File: config.mk
export PLATFORM = sky130hd
export DESIGN_NAME = uart_controller_flat
export DESIGN_NICKNAME = d
export VERILOG_FILES = /design/src/rtl/uart_controller_if.sv /design/src/rtl/uart_controller.sv /design/src/flat_wrapper.sv
export SDC_FILE = /design/constraint.sdc
export NUM_CORES = 1
export LEC_CHECK = 0
export ABC_CLOCK_PERIOD_IN_PS = 7600
export BUFFER_PORTS_ARGS = -buffer_cell sky130_fd_sc_hd__buf_2
export CAP_MARGIN = 15
export CORE_MARGIN = 4
export CORE_UTILIZATION = 58
export CTS_CLUSTER_SIZE = 28
export DETAILED_ROUTE_END_ITERATION = 8
export PLACE_DENSITY = 0.78
export SLEW_MARGIN = 20
export SYNTH_ARGS = -nofsm -noshare
export SYNTH_HDL_FRONTEND = slang
export SYNTH_SLANG_ARGS = --single-unit
export TNS_END_PERCENT = 30
File: constraint.sdc
create_clock -name clock -period 7.6 [get_ports clock]
set_clock_uncertainty 0.05 [all_clocks]
set_input_delay 0 -clock clock [delete_from_list [all_inputs] [get_ports clock]]
set_output_delay 0 -clock clock [all_outputs]
set_load 0.02 [all_outputs]
File: src/rtl/uart_controller_if.sv
// uart_controller_if: serial line pair plus transmit/receive byte streams
interface uart_controller_if;
  logic       receive_uart;
  logic       transmit_uart;
  logic [7:0] transmit_data;
  logic       transmit_valid;
  logic       transmit_ready;
  logic [7:0] receive_data;
  logic       receive_valid;
  logic       receive_ready;
  modport slave (
    input  receive_uart, transmit_data, transmit_valid, receive_ready,
    output transmit_uart, transmit_ready, receive_data, receive_valid
  );
  modport master (
    output receive_uart, transmit_data, transmit_valid, receive_ready,
    input  transmit_uart, transmit_ready, receive_data, receive_valid
  );
endinterface

File: src/rtl/uart_controller.sv
// uart_controller: full-duplex 8N1 UART bridging serial lines and byte valid/ready streams
module uart_controller #(
  parameter int BAUD_RATE       = 115200,
  parameter int CLOCK_FREQUENCY = 100000000
) (
  input logic             clock,
  input logic             reset,
  uart_controller_if.slave bus
);
  localparam int CPB = CLOCK_FREQUENCY / BAUD_RATE;
  localparam int CW  = $clog2(CPB) + 1;
  localparam logic [CW-1:0] BIT_END  = CW'(CPB - 1);
  localparam logic [CW-1:0] HALF_END = CW'(CPB / 2 - 1);
  typedef enum logic [1:0] {IDLE, START, DATA, STOP} state_t;
  state_t rx_state_q, rx_state_d, tx_state_q, tx_state_d;
  logic [1:0]    sync_q, sync_d;
  logic [CW-1:0] rx_cnt_q, rx_cnt_d, tx_cnt_q, tx_cnt_d;
  logic [2:0]    rx_bit_q, rx_bit_d, tx_bit_q, tx_bit_d;
  logic [7:0]    rx_shift_q, rx_shift_d, tx_shift_q, tx_shift_d;
  logic [7:0]    rx_data_q, rx_data_d;
  logic          rx_valid_q, rx_valid_d, tx_line_q, tx_line_d;
  logic          rx, rx_good;
  assign rx     = sync_q[1];
  assign sync_d = {sync_q[0], bus.receive_uart};
  always_comb begin
    rx_state_d = rx_state_q;
    rx_cnt_d   = rx_cnt_q + 1'b1;
    rx_bit_d   = rx_bit_q;
    rx_shift_d = rx_shift_q;
    rx_good    = 1'b0;
    case (rx_state_q)
      IDLE: begin
        rx_cnt_d = '0;
        rx_bit_d = '0;
        if (!rx) rx_state_d = START;
      end
      START: if (rx_cnt_q == HALF_END) begin
        rx_cnt_d   = '0;
        rx_state_d = rx ? IDLE : DATA;
      end
      DATA: if (rx_cnt_q == BIT_END) begin
        rx_cnt_d   = '0;
        rx_shift_d = {rx, rx_shift_q[7:1]};
        rx_bit_d   = rx_bit_q + 1'b1;
        if (rx_bit_q == 3'd7) rx_state_d = STOP;
      end
      STOP: if (rx_cnt_q == BIT_END) begin
        rx_cnt_d   = '0;
        rx_good    = rx;
        rx_state_d = IDLE;
      end
      default: rx_state_d = IDLE;
    endcase
    // a completed byte only lands if the holding register is empty or being drained this cycle
    rx_valid_d = rx_valid_q & ~bus.receive_ready;
    rx_data_d  = rx_data_q;
    if (rx_good && !rx_valid_d) begin
      rx_valid_d = 1'b1;
      rx_data_d  = rx_shift_q;
    end
  end
  always_comb begin
    tx_state_d = tx_state_q;
    tx_cnt_d   = tx_cnt_q + 1'b1;
    tx_bit_d   = tx_bit_q;
    tx_shift_d = tx_shift_q;
    tx_line_d  = tx_line_q;
    case (tx_state_q)
      IDLE: begin
        tx_cnt_d  = '0;
        tx_bit_d  = '0;
        tx_line_d = 1'b1;
        if (bus.transmit_valid) begin
          tx_shift_d = bus.transmit_data;
          tx_line_d  = 1'b0;
          tx_state_d = START;
        end
      end
      START: if (tx_cnt_q == BIT_END) begin
        tx_cnt_d   = '0;
        tx_line_d  = tx_shift_q[0];
        tx_state_d = DATA;
      end
      DATA: if (tx_cnt_q == BIT_END) begin
        tx_cnt_d = '0;
        if (tx_bit_q == 3'd7) begin
          tx_line_d  = 1'b1;
          tx_state_d = STOP;
        end else begin
          tx_bit_d   = tx_bit_q + 1'b1;
          tx_shift_d = {1'b0, tx_shift_q[7:1]};
          tx_line_d  = tx_shift_q[1];
        end
      end
      STOP: if (tx_cnt_q == BIT_END) begin
        tx_cnt_d   = '0;
        tx_state_d = IDLE;
      end
      default: tx_state_d = IDLE;
    endcase
  end
  always_ff @(posedge clock or negedge reset) begin
    if (!reset) begin
      sync_q     <= 2'b11;
      rx_state_q <= IDLE;
      rx_cnt_q   <= '0;
      rx_bit_q   <= '0;
      rx_shift_q <= '0;
      rx_data_q  <= '0;
      rx_valid_q <= 1'b0;
      tx_state_q <= IDLE;
      tx_cnt_q   <= '0;
      tx_bit_q   <= '0;
      tx_shift_q <= '0;
      tx_line_q  <= 1'b1;
    end else begin
      sync_q     <= sync_d;
      rx_state_q <= rx_state_d;
      rx_cnt_q   <= rx_cnt_d;
      rx_bit_q   <= rx_bit_d;
      rx_shift_q <= rx_shift_d;
      rx_data_q  <= rx_data_d;
      rx_valid_q <= rx_valid_d;
      tx_state_q <= tx_state_d;
      tx_cnt_q   <= tx_cnt_d;
      tx_bit_q   <= tx_bit_d;
      tx_shift_q <= tx_shift_d;
      tx_line_q  <= tx_line_d;
    end
  end
  assign bus.transmit_uart  = tx_line_q;
  assign bus.transmit_ready = (tx_state_q == IDLE);
  assign bus.receive_data   = rx_data_q;
  assign bus.receive_valid  = rx_valid_q;
endmodule

File: src/flat_wrapper.sv
// flat-port wrapper written by rule: the top's interface ports become plain ports
module uart_controller_flat 
#(
  parameter int BAUD_RATE       = 115200,
  parameter int CLOCK_FREQUENCY = 100000000
)
  (clock, reset, bus_receive_uart, bus_transmit_data, bus_transmit_valid, bus_receive_ready, bus_transmit_uart, bus_transmit_ready, bus_receive_data, bus_receive_valid);
  uart_controller_if bus_i ();
  input logic clock;
  input logic reset;
  input wire logic [$bits(bus_i.receive_uart)-1:0] bus_receive_uart;
  input wire logic [$bits(bus_i.transmit_data)-1:0] bus_transmit_data;
  input wire logic [$bits(bus_i.transmit_valid)-1:0] bus_transmit_valid;
  input wire logic [$bits(bus_i.receive_ready)-1:0] bus_receive_ready;
  output wire logic [$bits(bus_i.transmit_uart)-1:0] bus_transmit_uart;
  output wire logic [$bits(bus_i.transmit_ready)-1:0] bus_transmit_ready;
  output wire logic [$bits(bus_i.receive_data)-1:0] bus_receive_data;
  output wire logic [$bits(bus_i.receive_valid)-1:0] bus_receive_valid;
  assign bus_i.receive_uart = bus_receive_uart;
  assign bus_i.transmit_data = bus_transmit_data;
  assign bus_i.transmit_valid = bus_transmit_valid;
  assign bus_i.receive_ready = bus_receive_ready;
  assign bus_transmit_uart = bus_i.transmit_uart;
  assign bus_transmit_ready = bus_i.transmit_ready;
  assign bus_receive_data = bus_i.receive_data;
  assign bus_receive_valid = bus_i.receive_valid;
  uart_controller #(.BAUD_RATE(BAUD_RATE), .CLOCK_FREQUENCY(CLOCK_FREQUENCY)) u_core (.clock(clock), .reset(reset), .bus(bus_i));
endmodule
Word-level counts from Yosys, hierarchy flattened:

Index checks and enable logic that the tools add are counted.

* register bits: 60
* bits in latches: 0
* RAM bits: 0
* ROM bits: 0
* input bits: 13
* output and inout bits: 11
* word-level logic and storage cells: 91
* memories kept: 0

* add/subtract/negate cells: 4
* multiply operators: 0
* div/mod/pow operators: 0
* $lt $le $gt $ge: 0
* eq/ne operators: 22
* shifts and indexed selects: 0
* mux-type cells: 35
* bitwise gates (word level): 2
* reductions and logical operators: 16

Operators with widths (count)
* $mux 11: 3
* $pmux 11 s3: 1
* $mux 8: 3
* $add 11x1->11 const B: 2
* $eq 11x10->1 const B: 2
* $mux 2: 11
* $pmux 11 s2: 1
* $ne 2x1->1 const B: 8
* $pmux 2 s4: 2
* $pmux 8 s2: 1
* $pmux 3 s2: 2
* $eq 11x9->1 const B: 1
* $reduce_and 5->1: 2
* $mux 3: 3
* $eq 2x2->1 const B: 4
* $mux 1: 7
* $add 3x1->3 const B: 2
* $eq 3x3->1 const B: 2
* $ne 2x2->1 const B: 3
* $reduce_and 3->1: 2
* $eq 2x1->1 const B: 2
* $logic_not 2->1: 2
* $reduce_and 2->1: 2
* $reduce_and 4->1: 1
* 9 further kinds: 10

Logic depth before layout (Yosys ltp):

Gate-level depths: netlist of run 1.

* depth after elaboration: 5
* gate-level depth with buffers: 7
* gate-level depth less buffers: 6

Least setup slack after synthesis of run 1:

OpenSTA, ideal clock, no wires.

* path type: reg2reg
* start: register u_core.rx_cnt_q[0]
* end: register u_core.rx_shift_q[0]
* library setup time: 0.125 ns
* data arrival time: 2.330 ns
* data required time: 7.425 ns
* slack: 5.095 ns
* cell stages (with the launch flop): 8
* buffers on the path: 2
* period minus slack after synthesis: 2.505 ns
* cell sequence: dfrtp_1 ha_1 or4bb_1 or3_1 buf_6 or3b_1 buf_6 mux2_4

* word-level cells in the longest chain between the ends: 2

Ends and longest elaborated chain
* start, declared: line uart_controller.sv:17 `logic [CW-1:0] rx_cnt_q, rx_cnt_d, tx_cnt_q, tx_cnt_d;`
* start signal, assigned: line uart_controller.sv:119 `rx_cnt_q <= rx_cnt_d;`
* $eq 11x10->1: line uart_controller.sv:41 `DATA: if (rx_cnt_q == BIT_END) begin`
* $reduce_and 2->1 (no line)
* end signal, assigned: line uart_controller.sv:121 `rx_shift_q <= rx_shift_d;`
* end, declared: line uart_controller.sv:19 `logic [7:0] rx_shift_q, rx_shift_d, tx_shift_q, tx_shift_d;`

No other way between the ends.
A chain may end at the register's enable or synchronous reset.

Worst setup path after layout of run 1:

* start: register u_core.rx_cnt_q[0]
* end: register u_core.rx_shift_q[1]

Same word-level chain as after synthesis.

==> metrics, run 1 <==
# clock sinks 60; Final Max Tran Viols 0; Finished Cell Area 3390 sq um; Mapped Avg Cell Area 11.8 sq um; Finish-stage setup viols 0; Placement Cell Area 3080 sq um; Clock Latency Late Sink 0.33 ns; Die Wd 78.9 um; largest stage delay on the critical path slightly above 0.6 ns; crit path cell chain ha_1 > or4bb_1 > or3_1 > or3b_1 > mux2_4; asr flop ratio synth 100%; Nets 314; number of synthesis warnings 0; flops & latches, synth 60; Setup Buffers After CTS 0; DR DRC count 0; Top Ports 24; CP endpoint kind flip-flop; CORE AREA 4790 sq um; total global routing overflow 0; crit path kind reg2reg; initial core utilization between 60% and 70%; crit-path max FO 10; unrepaired setup endpoints after global routing false; H-tree depth 3; GPL Wtd Cong 0.808; port bufs 23; min Tclk post-route 2.76 ns; met2 wire length 2370 um; CP Launch Type flip-flop; post-layout util 70.9%; first-pass GRT wire length 8590 um; layout cell share with drive strength beyond 1 28.0%; most frequent cells in the layout dfrtp_1, nor2_1, mux2_2, buf_2, nand2_1; syn nets 274; DRT Pass-1 Iters 4; dominant synthesized flop cell dfrtp_1; MaxCap Viol Count 0; Avg Vias per Cell roughly 5.4; final worst setup slack 4.84 ns; Die Footprint 6220 sq um; initial antenna violation count 0; Die Ht 78.9 um; clk slew on worst S/H paths ~0.070 ns; power density cells 184 nW/um^2; TritonCTS clock tree done; WP data required 7.77 ns; Root Buffer clkbuf_8; P&R area growth vs syn 16.4%; Fin. Hold Viols 0; Max Used Layer met4; slowest CP cell or3b_1; Worst Max-Slew Pin Slew 0.778 ns; synth unique cells 41; Inserted Diodes 0; Bufs on Longest Clock Path 2; peak supply drop 194 uV; status complete, no violations; CP arrival 2.93 ns; total global-route track usage 17.8%; relative slew slack 48.1%; number of buffers created by CTS 9; vias in the first global route 1942; Post-synth EDFFs 0; metal3 WL roughly 190 um; leakage power 1.65 nW; number of cell rows 25; hpwl dp between 3000 and 4000 um; Seq/Total Area, Yosys 51.7%; commonest non-fill, non-tap cell in the layout dfrtp_1; Starting DRT DRC Count 113; worst min path class in2reg; drt wl/cell roughly 14 um; Final period util 36.3%; max frequency about 360 MHz; pre-CTS setup slack 4.87 ns; wirelength, routed 4940 um; vias 1927; antenna-violating nets left 0; wl on met1 around 2300 um; Mapped Cells 248; pin count of the biggest net entering global routing 61; Setup Total Neg Slack 0 ns; synthesized cell area 2910 sq um
[worst max-delay path, delay by kind of cell (launching register included)]
family,cells,cell delay (ns)
simple gates,3,1.57
mux,1,0.37
fa+ha+maj,1,0.24
flops,1,0.41
[synth_stat cells, types with 3 or more instances]
cell type,count,area share [%]
and4_1,3,0.90
clkbuf_1,3,0.39
nand2_1,18,2.3
nor2_1,28,3.6
xor2_1,9,2.7
or3_1,3,0.64
nand4_1,3,0.64
mux2_4,8,4.1
mux2i_1,3,1.0
inv_1,7,0.90
xnor2_1,9,2.7
ha_1,13,5.6
dfrtp_1,57,49
mux2_2,26,10
nor4_1,3,0.64
dfstp_2,3,2.7
o21ai_0,5,0.86
nor3_1,6,1.0
nand3_1,10,1.7
a21oi_1,3,0.52
[registers in the layout (all words and copies together) (netlist names), named ones only]
name / cells
u_core.rx_cnt_q: 11
u_core.tx_cnt_q: 11
u_core.bus.receive_data: 8
u_core.rx_shift_q: 8
u_core.tx_shift_q: 8
u_core.rx_bit_q: 3
u_core.tx_bit_q: 3
u_core.sync_q: 2
u_core.tx_state_q: 2
u_core.bus.receive_valid: 1
u_core.bus.transmit_uart: 1
u_core.rx_state_q: 1
[repair_timing]
action	CTS	global route
hold buffers	11	0
hold endpoints to repair	67	0
resized for setup	0	0
[worst paths after layout]
kind,startpoint,end,slack [ns],cells past startpoint
setup / recovery,u_core.rx_cnt_q[0]$_DFF_PN0_,u_core.rx_shift_q[1]$_DFFE_PN0P_,4.84,5
hold / removal,bus_transmit_valid,u_core.bus.transmit_uart$_DFFE_PN1P_,0.10,4
setup reg to reg,u_core.rx_cnt_q[0]$_DFF_PN0_,u_core.rx_shift_q[1]$_DFFE_PN0P_,4.84,5
hold reg to reg,u_core.sync_q[0]$_DFF_PN1_,u_core.sync_q[1]$_DFF_PN1_,0.31,0
max in group asynchronous,reset,u_core.tx_shift_q[2]$_DFFE_PN0P_,6.74,3
min in group asynchronous,reset,u_core.tx_bit_q[0]$_DFFE_PN0P_,0.28,3
[where the power goes]
part           total, mW  internal, mW  switching (mW)
clock              0.289         0.160           0.128
sequential         0.321         0.320        0.000424
combinational     0.0157       0.00773         0.00798
total              0.625         0.488           0.137
[final cells by class]
cell class | instances | area [sq um]
flip-flops and latches | 60 | 1510
well taps | 67 | 83.8
fillers | 346 | 1390
clock buffers | 10 | 138
inverters | 7 | 26.3
multi-input cells | 175 | 1350
repair buffers | 35 | 233
clock inverters | 6 | 62.6
[stage by stage]
step           hold slack, ns  total power, mW  std cells
2_1_floorplan          -0.346            0.329        248
6_report                0.101            0.625        360
3_5_place_dp           0.0565            0.339        333
4_1_cts                0.0845            0.632        360
3_3_place_gp           0.0556            0.338        333
5_1_grt                 0.101            0.649        360
[cell families (layout without fill, tap and decap cells)]
group	Yosys count	count (layout)	share of synthesized area, %
xor gates and xnor gates	18	18	5.41
muxes	37	37	15.2
adders and majority gates	13	13	5.58
DFF	60	60	51.7
AOI/OAI and AO/OA	18	18	4.21
and+or+nand+nor	89	89	15.8
buffers and inverters	13	58	2.19
[per-layer routing]
metal	vias to the layer above	GRT usage (%)
met5	-	0
met4	0	6.87
met3	6	5.22
met2	39	28.1
met1	933	23.4
li1	949	-
Note: power is estimated with default switching activity, not from simulation.
==> run 2: changes to the inputs <==
ABC_AREA = 1   (was default)
ABC_CLOCK_PERIOD_IN_PS = 2410   (was 7600)
CORE_UTILIZATION = 54   (was 58)
PLACE_DENSITY = 0.76   (was 0.78)
clock period = 2.41 ns   (was 7.6 ns; I/O delays follow)
==> metrics, run 2 <==
initial core utilization 56.8% (was 60.9%); Root Buffer clkbuf_8 (unchanged); clk slew on worst S/H paths 0.07 ns (about the same); DRT Pass-1 Iters 4 (unchanged); antenna-violating nets left 0 (unchanged); GPL Wtd Cong 0.848 (was 0.808); CP arrival 2.04 ns (was 2.93 ns); number of buffers created by CTS 9 (unchanged); flops & latches, synth 60 (unchanged); H-tree depth 3 (unchanged); port bufs 23 (unchanged); count leader, synth nand2_1 (was dfrtp_1); asr flop ratio synth 100% (unchanged); peak supply drop 687 uV (was 194 uV); dominant synthesized flop cell dfrtp_1 (unchanged); post-layout util 66.6% (was 70.9%); Fill cells 464 (was 346); power density cells 861 nW/um^2 (was 184 nW/um^2); Clock Latency Late Sink 0.33 ns (about the same); Mapped Avg Cell Area 9.13 sq um (was 11.8 sq um); number of synthesis warnings 0 (unchanged); CP Launch Type flip-flop (unchanged); first-pass GRT wire length 10700 um (was 8590 um); CP endpoint kind flip-flop (unchanged); Avg Vias per Cell 5.08 (was 5.35); leakage power 1.77 nW (was 1.65 nW); status complete, no violations (unchanged); initial antenna violation count 0 (unchanged); Worst Max-Slew Pin Slew 0.569 ns (was 0.778 ns); Die Ht 84.8 um (was 78.9 um); Yosys top cell by area dfrtp_1 (unchanged); min Tclk post-route 1.87 ns (was 2.76 ns); pin count of the biggest net entering global routing 26 (was 61); TritonCTS clock tree done (unchanged); Seq/Total Area, Yosys 47.2% (was 51.7%); Post-synth top cells nand2_1, dfrtp_1, inv_1 (was dfrtp_1, nor2_1, mux2_2); cts repair resizes 0 (unchanged); most frequent cells in the layout nand2_1, dfrtp_1, inv_1, nor2_1, buf_2 (was dfrtp_1, nor2_1, mux2_2, buf_2, nand2_1); number of cell rows 27 (was 25); wirelength, routed 5760 um (was 4940 um); total global routing overflow 0 (unchanged); CORE AREA 5610 sq um (was 4790 sq um); Synth top area share 44.7% (was 48.9%); largest registers u_core.rx_cnt_q x11, u_core.tx_cnt_q x11 (unchanged); synthesized cell area 3190 sq um (was 2910 sq um); Setup Total Neg Slack 0 ns (unchanged); drt wl/cell 12.2 um (was 13.7 um); vias in the first global route 2434 (was 1942); Die Wd 84.8 um (was 78.9 um); synth unique cells 35 (was 41); # hold bufs at CTS 12 (was 11); WP data required 2.58 ns (was 7.77 ns); Final Max Tran Viols 0 (unchanged); crit path cell chain inv_1 > ha_1 > buf_4 > a21oi_2 > nand3_4 > nand2_1 > o21ai_2 (was ha_1 > or4bb_1 > or3_1 > or3b_1 > mux2_4); Final period util 77.4% (was 36.3%); Setup Buffers After CTS 0 (unchanged); vias 2391 (was 1927); slowest CP cell dfrtp_1 (was or3b_1); Reg2Reg Depth 7 (was 5); Nets 420 (was 314); largest stage delay on the critical path 0.41 ns (was 0.61 ns); Inserted Diodes 0 (unchanged); syn nets 375 (was 274); layout cell share with drive strength beyond 1 25.3% (was 28.0%); total global-route track usage 18.4% (was 17.8%); Finish-stage setup viols 0 (unchanged); max frequency 536 MHz (was 362 MHz); Fin. Hold Viols 0 (unchanged); crit path kind reg2reg (unchanged); hpwl dp 4050 um (was 3300 um); Post-synth EDFFs 0 (unchanged); Top Ports 24 (unchanged); crit-path max FO 16 (was 10); P&R area growth vs syn 17.2% (was 16.4%); # clock sinks 60 (unchanged); Bufs on Longest Clock Path 2 (unchanged); Die Footprint 7200 sq um (was 6220 sq um); worst min path class in2async (was in2reg); DR DRC count 0 (unchanged); top area cells in the synthesized netlist dfrtp_1, nand2_1, ha_1 (was dfrtp_1, mux2_2, ha_1); Starting DRT DRC Count 122 (was 113); Mapped Cells 349 (was 248); relative slew slack 62.1% (was 48.1%); commonest non-fill, non-tap cell in the layout nand2_1 (was dfrtp_1); unrepaired setup endpoints after global routing false (unchanged); MaxCap Viol Count 0 (unchanged)
## run 2: cell count changes after synthesis, sizes merged, moves of 4 or more
| cell | before | now |
|---|---|---|
| inv | 7 | 42 |
| xor2 | 9 | 4 |
| mux2 | 34 | 0 |
| nor2 | 28 | 44 |
| nand3 | 10 | 21 |
| nand2 | 18 | 87 |
| mux2i | 3 | 7 |
| o21ai | 6 | 38 |
| xnor2 | 9 | 1 |
| nor3 | 6 | 10 |
## run 2: per-stage QoR
| step | cell area, sq um | total power [mW] | std cells | setup slack [ns] | hold WS [ns] |
|---|---|---|---|---|---|
| after global routing | 3740 | 3.44 | 471 | 0.352 | 0.191 |
| after global placement | 3380 | 2.10 | 443 | 0.624 | -0.0188 |
| after detailed placement | 3380 | 2.14 | 443 | 0.548 | -0.0131 |
| after floorplan | 3190 | 1.96 | 349 | 0.790 | -0.346 |
| after CTS | 3740 | 3.25 | 471 | 0.520 | 0.159 |
| final | 3740 | 3.22 | 471 | 0.544 | 0.140 |
## run 2: kinds of logic after synthesis
| family | Yosys count | synth area share [%] |
|---|---|---|
| AO/OA/AOI/OAI | 44 | 8.95 |
| flip-flops | 60 | 47.2 |
| XOR/XNOR | 5 | 1.37 |
| adder cells (fa/ha/maj) | 13 | 5.10 |
| buffers and inverters | 47 | 6.44 |
| AND/OR/NAND/NOR | 173 | 28.7 |
| multiplexers | 7 | 2.20 |
## run 2: layout make-up
type / count / area [sq um] / area share (%)
sequential: 60 / 1510 / 40.3
clock buffer: 9 / 124 / 3.32
timing repair buffer: 38 / 258 / 6.90
tap: 72 / 90.1 / 2.41
inverter: 43 / 166 / 4.45
clock inverter: 7 / 115 / 3.08
multi-input combinational: 242 / 1480 / 39.6
## run 2: worst paths after layout
check / startpoint / endpoint / slack, ns
setup / recovery: u_core.tx_state_q[0]$_DFFE_PN0P_ / u_core.tx_shift_q[3]$_DFFE_PN0P_ / 0.54
hold / removal: reset / u_core.bus.receive_valid$_DFF_PN0_ / 0.14
setup reg to reg: u_core.tx_state_q[0]$_DFFE_PN0P_ / u_core.tx_shift_q[3]$_DFFE_PN0P_ / 0.54
hold reg to reg: u_core.sync_q[0]$_DFF_PN1_ / u_core.sync_q[1]$_DFF_PN1_ / 0.31
max in group asynchronous: reset / u_core.tx_shift_q[4]$_DFFE_PN0P_ / 1.49
min in group clock: bus_receive_uart / u_core.sync_q[0]$_DFF_PN1_ / 0.27
## run 2: per-layer routing
metal / GRT usage [%] / vias up / wire length [um]
li1: - / 1211 / -
met1: 23.1 / 1122 / 2610
met2: 30.7 / 51 / 2820
met3: 3.59 / 7 / 239
met4: 8.35 / 0 / 90
met5: 0 / - / 0
## run 2: where the power goes
part / internal [mW] / leakage (nW) / switching, mW / total [mW]
combinational: 0.338 / 0.859 / 0.544 / 0.882
clock: 0.683 / 0.115 / 0.412 / 1.09
sequential: 1.15 / 0.793 / 0.0925 / 1.24
total: 2.17 / 1.77 / 1.05 / 3.22
## run 2: worst max-delay path, delay by kind of cell, from the launching register on
kind | cells | cell delay (ns)
adder cells (fa/ha/maj) | 1 | 0.31
buffers and inverters | 2 | 0.33
flip-flops | 1 | 0.41
AO/OA/AOI/OAI | 2 | 0.26
AND/OR/NAND/NOR | 2 | 0.38
